==> src/rtl/bram_stream_loader.sv <==
`timescale 1ns / 1ps
// bram_stream_loader
// Feeds the A-ports of a multi-bank BRAM array from one AXI-Stream. Word k of a
// load is written to bank (k mod BANKS) at address (k div BANKS).
//
// Ports
//   clk, rstn        clock (rising edge), asynchronous active-low reset
//   start, length    one-cycle start pulse and word count, taken only in IDLE
//   busy             high while words are being accepted
//   done             one-cycle pulse when a load ends (normally or with error)
//   error            sticky: bad length or tlast mismatch; cleared on next start
//   s_axis_*         input word stream (tdata/tvalid/tready/tlast)
//   ena, wea         per-bank write strobe and byte enables (registered)
//   addra, dina      per-bank address and data, bank i in slice i
module bram_stream_loader #(
   parameter int unsigned BANKS = 4,
   parameter int unsigned WIDTH = 16,
   parameter int unsigned DEPTH = 256,
   parameter int unsigned ADDR  = $clog2(DEPTH),
   parameter int unsigned WE    = WIDTH / 8,
   parameter int unsigned LEN_W = ADDR + $clog2(BANKS) + 1
) (
   input  logic                   clk,
   input  logic                   rstn,
   input  logic                   start,
   input  logic [LEN_W-1:0]       length,
   output logic                   busy,
   output logic                   done,
   output logic                   error,
   input  logic [WIDTH-1:0]       s_axis_tdata,
   input  logic                   s_axis_tvalid,
   output logic                   s_axis_tready,
   input  logic                   s_axis_tlast,
   output logic [BANKS-1:0]       ena,
   output logic [BANKS*WE-1:0]    wea,
   output logic [BANKS*ADDR-1:0]  addra,
   output logic [BANKS*WIDTH-1:0] dina
);

   // Keep the bank selector at least one bit wide so BANKS=1 still elaborates;
   // in that case it never leaves 0.
   localparam int unsigned SELW = (BANKS > 1) ? $clog2(BANKS) : 1;
   localparam logic [LEN_W-1:0] MAXLEN = LEN_W'(BANKS * DEPTH);

   typedef enum logic [1:0] {IDLE, LOAD, FIN} state_t;

   state_t           state;
   logic [SELW-1:0]  bank_sel;
   logic [ADDR-1:0]  addr;
   logic [LEN_W-1:0] count;
   logic [LEN_W-1:0] len_q;
   logic             hs;
   logic             final_word;

   // Ready depends on state only, so the upstream never sees a tvalid->tready path.
   assign s_axis_tready = (state == LOAD);
   assign busy          = (state == LOAD);
   assign done          = (state == FIN);
   assign hs            = s_axis_tvalid & s_axis_tready;
   assign final_word    = (count == len_q - 1'b1);

   always_ff @(posedge clk or negedge rstn) begin
      if (!rstn) begin
         state    <= IDLE;
         error    <= 1'b0;
         bank_sel <= '0;
         addr     <= '0;
         count    <= '0;
         len_q    <= '0;
         ena      <= '0;
         wea      <= '0;
         addra    <= '0;
         dina     <= '0;
      end else begin
         // Strobes are single-cycle; addra/dina keep their last values.
         ena <= '0;
         wea <= '0;
         case (state)
            IDLE: begin
               if (start) begin
                  bank_sel <= '0;
                  addr     <= '0;
                  count    <= '0;
                  if (length > MAXLEN) begin
                     error <= 1'b1;
                     state <= FIN;
                  end else if (length == '0) begin
                     error <= 1'b0;
                     state <= FIN;
                  end else begin
                     error <= 1'b0;
                     len_q <= length;
                     state <= LOAD;
                  end
               end
            end
            LOAD: begin
               if (hs) begin
                  for (int unsigned i = 0; i < BANKS; i++) begin
                     if (SELW'(i) == bank_sel) begin
                        ena[i]                  <= 1'b1;
                        wea[i*WE +: WE]         <= '1;
                        addra[i*ADDR +: ADDR]   <= addr;
                        dina[i*WIDTH +: WIDTH]  <= s_axis_tdata;
                     end
                  end
                  count <= count + 1'b1;
                  // With BANKS=1 the compare is against 0, so every word wraps.
                  if (bank_sel == SELW'(BANKS - 1)) begin
                     bank_sel <= '0;
                     addr     <= addr + 1'b1;
                  end else begin
                     bank_sel <= bank_sel + 1'b1;
                  end
                  if (final_word) begin
                     if (!s_axis_tlast) error <= 1'b1;
                     state <= FIN;
                  end else if (s_axis_tlast) begin
                     // Early tlast: keep the word, flag it, stop accepting.
                     error <= 1'b1;
                     state <= FIN;
                  end
               end
            end
            FIN:     state <= IDLE;
            default: state <= IDLE;
         endcase
      end
   end

endmodule

==> config.mk <==
export PLATFORM = sky130hd
export DESIGN_NAME = bram_stream_loader
export DESIGN_NICKNAME = d
export VERILOG_FILES = /design/src/rtl/bram_stream_loader.sv
export SDC_FILE = /design/constraint.sdc
export NUM_CORES = 1
export LEC_CHECK = 0
export ABC_AREA = 0
export CORE_MARGIN = 2
export CORE_UTILIZATION = 53
export DETAILED_ROUTE_END_ITERATION = 12
export GPL_TIMING_DRIVEN = 0
export HOLD_SLACK_MARGIN = 0.06
export PLACE_DENSITY = 0.89
export SETUP_SLACK_MARGIN = 0.4
export SYNTH_ARGS = -nofsm -noshare
export SYNTH_HDL_FRONTEND = slang
export SYNTH_SLANG_ARGS = --single-unit
==> constraint.sdc <==
create_clock -name clk -period 6.32 [get_ports clk]
set_clock_uncertainty 0.05 [all_clocks]
set_input_delay 1.264 -clock clk [delete_from_list [all_inputs] [get_ports clk]]
set_output_delay 1.264 -clock clk [all_outputs]
set_load 0.01 [all_outputs]
==> reports/results.txt <==
P&R area growth vs syn -> 38.97%
Synth warnings -> 0
Core area -> 0.01042 mm2
Slew Limit Fails -> 0
Largest net degree at the start of global routing -> 77
Min Tclk post-route -> 3.466 ns
Worst setup path class -> in -> reg
WP data required -> 6.70 ns
Worst skew pair latency -> 0.52 ns
Crit-path max FO -> 9
Die X -> 107.8 um
Complex-gate fraction of the synthesized area -> 3.395%
Hold-fix buffers, CTS -> 0
Die area -> 0.01162 mm2
Avg WL per Cell -> 18.52 um
Total power -> 0.003396 W
Post-synthesis xor/xnor area fraction -> 4.140%
Worst-margin pin slew -> 1.157 ns
Final setup TNS -> 0 ns
# IOs -> 144
Share of cells above drive strength 1 -> 26.00%
Power Dens Cells -> 427.8 mW/mm2
Vias in the first global route -> 4357
RePlAce Congestion -> 0.7797
Initial drt markers -> 160
Vias per cell -> 5.341
Routed WL -> 13630 um
CTS root buffer -> clkbuf_8
Share of the synthesized area in the top cell type -> 59.15%
1st-pass router iterations -> 4
Final ANT Viol Nets -> 0
First-pass GRT wire length -> 22110 um
Post-CTS Setup Repair Bufs -> 0
Seq/Total Area, Yosys -> 59.15%
Post-Synth Adder-Cell Area -> 1.533%
Clock sink total -> 135
Clock-pin transition on the worst setup and hold timing paths -> 0.06 ns
Crit start category -> input pin
Count of final hold-check violations -> 0
Leakage -> 3.626 nW
Data arrival, critical path -> 3.85 ns
Most frequent cells in the layout -> 142 x clkdlybuf4s50_1, 135 x dfrtp_1, 108 x mux2_2, 25 x nor2_1, 19 x nand2_1
Peak supply drop -> 315.8 uV
CTS resizes -> 0
Post-DP HPWL -> 9486 um
Placement Cell Area -> 0.007342 mm2
Hold crit path type -> reg -> reg
Initial Utilization -> 54.83%
Tcrit/Tclk final -> 54.84%
Synth unique cells -> 38
Worst Slack Setup Final -> 2.854 ns
Syn_nets -> 464
Pre-CTS WS -> 2.332 ns
Max Buffers Root-to-Sink -> 2
GR Util All Layers -> 25.26%
TritonCTS clock tree -> yes
Placed cell count -> 705
Non-filler cells, final -> 736
Die Y -> 107.8 um
Commonest non-fill, non-tap cell in the layout -> clkdlybuf4s50_1
Slew margin rel. -> 22.69%
# diodes -> 0
DR vias -> 3931
Post-layout nets -> 627
Num CTS Buffers -> 17
Htree depth -> 4
Final Instance Area -> 0.007938 mm2
Mapped Cells -> 425
Global route total overflow -> 0
Post-Syn Area -> 0.005712 mm2
# DRC -> 0
Initial antenna violation count -> 0
Number of port buffers -> 143
Register bit total from synthesis -> 135
# rows -> 37
Status -> completed
Largest family of logic cells by synthesized area -> multiplexers
Final setup violating endpoints -> 0
Avg Inst Size Synth -> 13.44 um2
Post-synthesis mux area share -> 21.29%
F_max -> 288.5 MHz
Post-Synth Simple-Gate Area -> 7.514%
RSZ-0062 raised after global routing -> no
Area leader, netlist -> dfrtp_1
CP Capture Type -> register
Top cells by area, synth -> dfrtp_1 59%, mux2_2 21%, xor2_1 2.5%
Max-cap violations -> 0
final timing paths:
kind | from | endpoint | slack (ns) | cells past startpoint
worst max-delay path | start | count[7] | 2.85 | 6
worst min-delay path | dina[36] | dina[36] | 0.45 | 1
worst max register to register | len_q[0] | state[0] | 3.35 | 9
worst min register to register | dina[36] | dina[36] | 0.45 | 1
max in group asynchronous | rstn | dina[26] | 4.81 | 2
min in group asynchronous | rstn | len_q[6] | 0.66 | 1
cell usage after synthesis (all sizes together):
cell and count:
dfrtp 135, mux2 108, nor2 25, nand2 19, xor2 16, clkbuf 13
inv 12, buf 11, xnor2 11, o21ai 9, ha 7, nand4 6
nand3 5, nor3 5, a21oi 4, and3 4, or3 4, nand2b 3
nor4 3, o211ai 3, a221oi 2, a22o 2, a31oi 2, nor4b 2
or2 2, or4 2, a211oi 1, a21o 1, a32o 1, and3b 1
nand3b 1, nor2b 1, nor3b 1, o2111ai 1, o31ai 1, or4b 1
area by class of cell:
cell class | instances | area [um2]
plain buffers | 24 | 125.1
clock buffers | 20 | 445.4
clock inverters | 11 | 150.1
fillers | 628 | 2479
inverters | 12 | 45.04
multi-input cells | 254 | 2163
flip-flops and latches | 135 | 3378
well taps | 136 | 170.2
repair buffers | 144 | 1460
metrics by stage:
stage	utilization [%]	hold slack, ns
4_1_cts	76.20	0.4562
2_1_floorplan	-	0.4508
3_5_place_dp	70.49	0.4432
5_1_grt	76.20	0.4741
3_3_place_gp	70.21	0.4365
6_report	76.20	0.4531
worst max-delay path, stage by stage:
cell             delay, ns
clkdlybuf4s50_1       0.47
nor3b_1               0.93
or2_2                 0.33
nand4_1               0.27
or3_1                 0.42
a21oi_1               0.15
routing by layer:
layer / routed length (um) / vias to the layer above / GRT usage [%]
met5: 0 / - / 0
met4: 153 / 0 / 8.059
met3: 1017 / 15 / 10.71
met2: 7138 / 113 / 42.72
met1: 5321 / 1989 / 29.04
li1: - / 1814 / -
logic make-up (layout without fill, tap and decap cells):
group                    after synthesis  after routing
flip-flops                           135            135
multiplexers                         108            108
AND/OR/NAND/NOR                       85             85
buffers and inverters                 36            211
AO/OA/AOI/OAI                         27             27
XOR/XNOR                              27             27
adder cells (fa/ha/maj)                7              7
report_power, final:
group          total [W]  internal (W)  switching [W]
clock network   0.000985      0.000620       0.000365
registers        0.00128       0.00111       0.000180
logic            0.00113      0.000657       0.000469
state kept, by name (all words and copies together), names as in the netlist:
signal	cells
state	2
wea	4
addr	8
len_q	11
count	11
bank_sel	2
error	1
addra	32
dina	64
No activity file was read; power rests on OpenSTA's default activity.
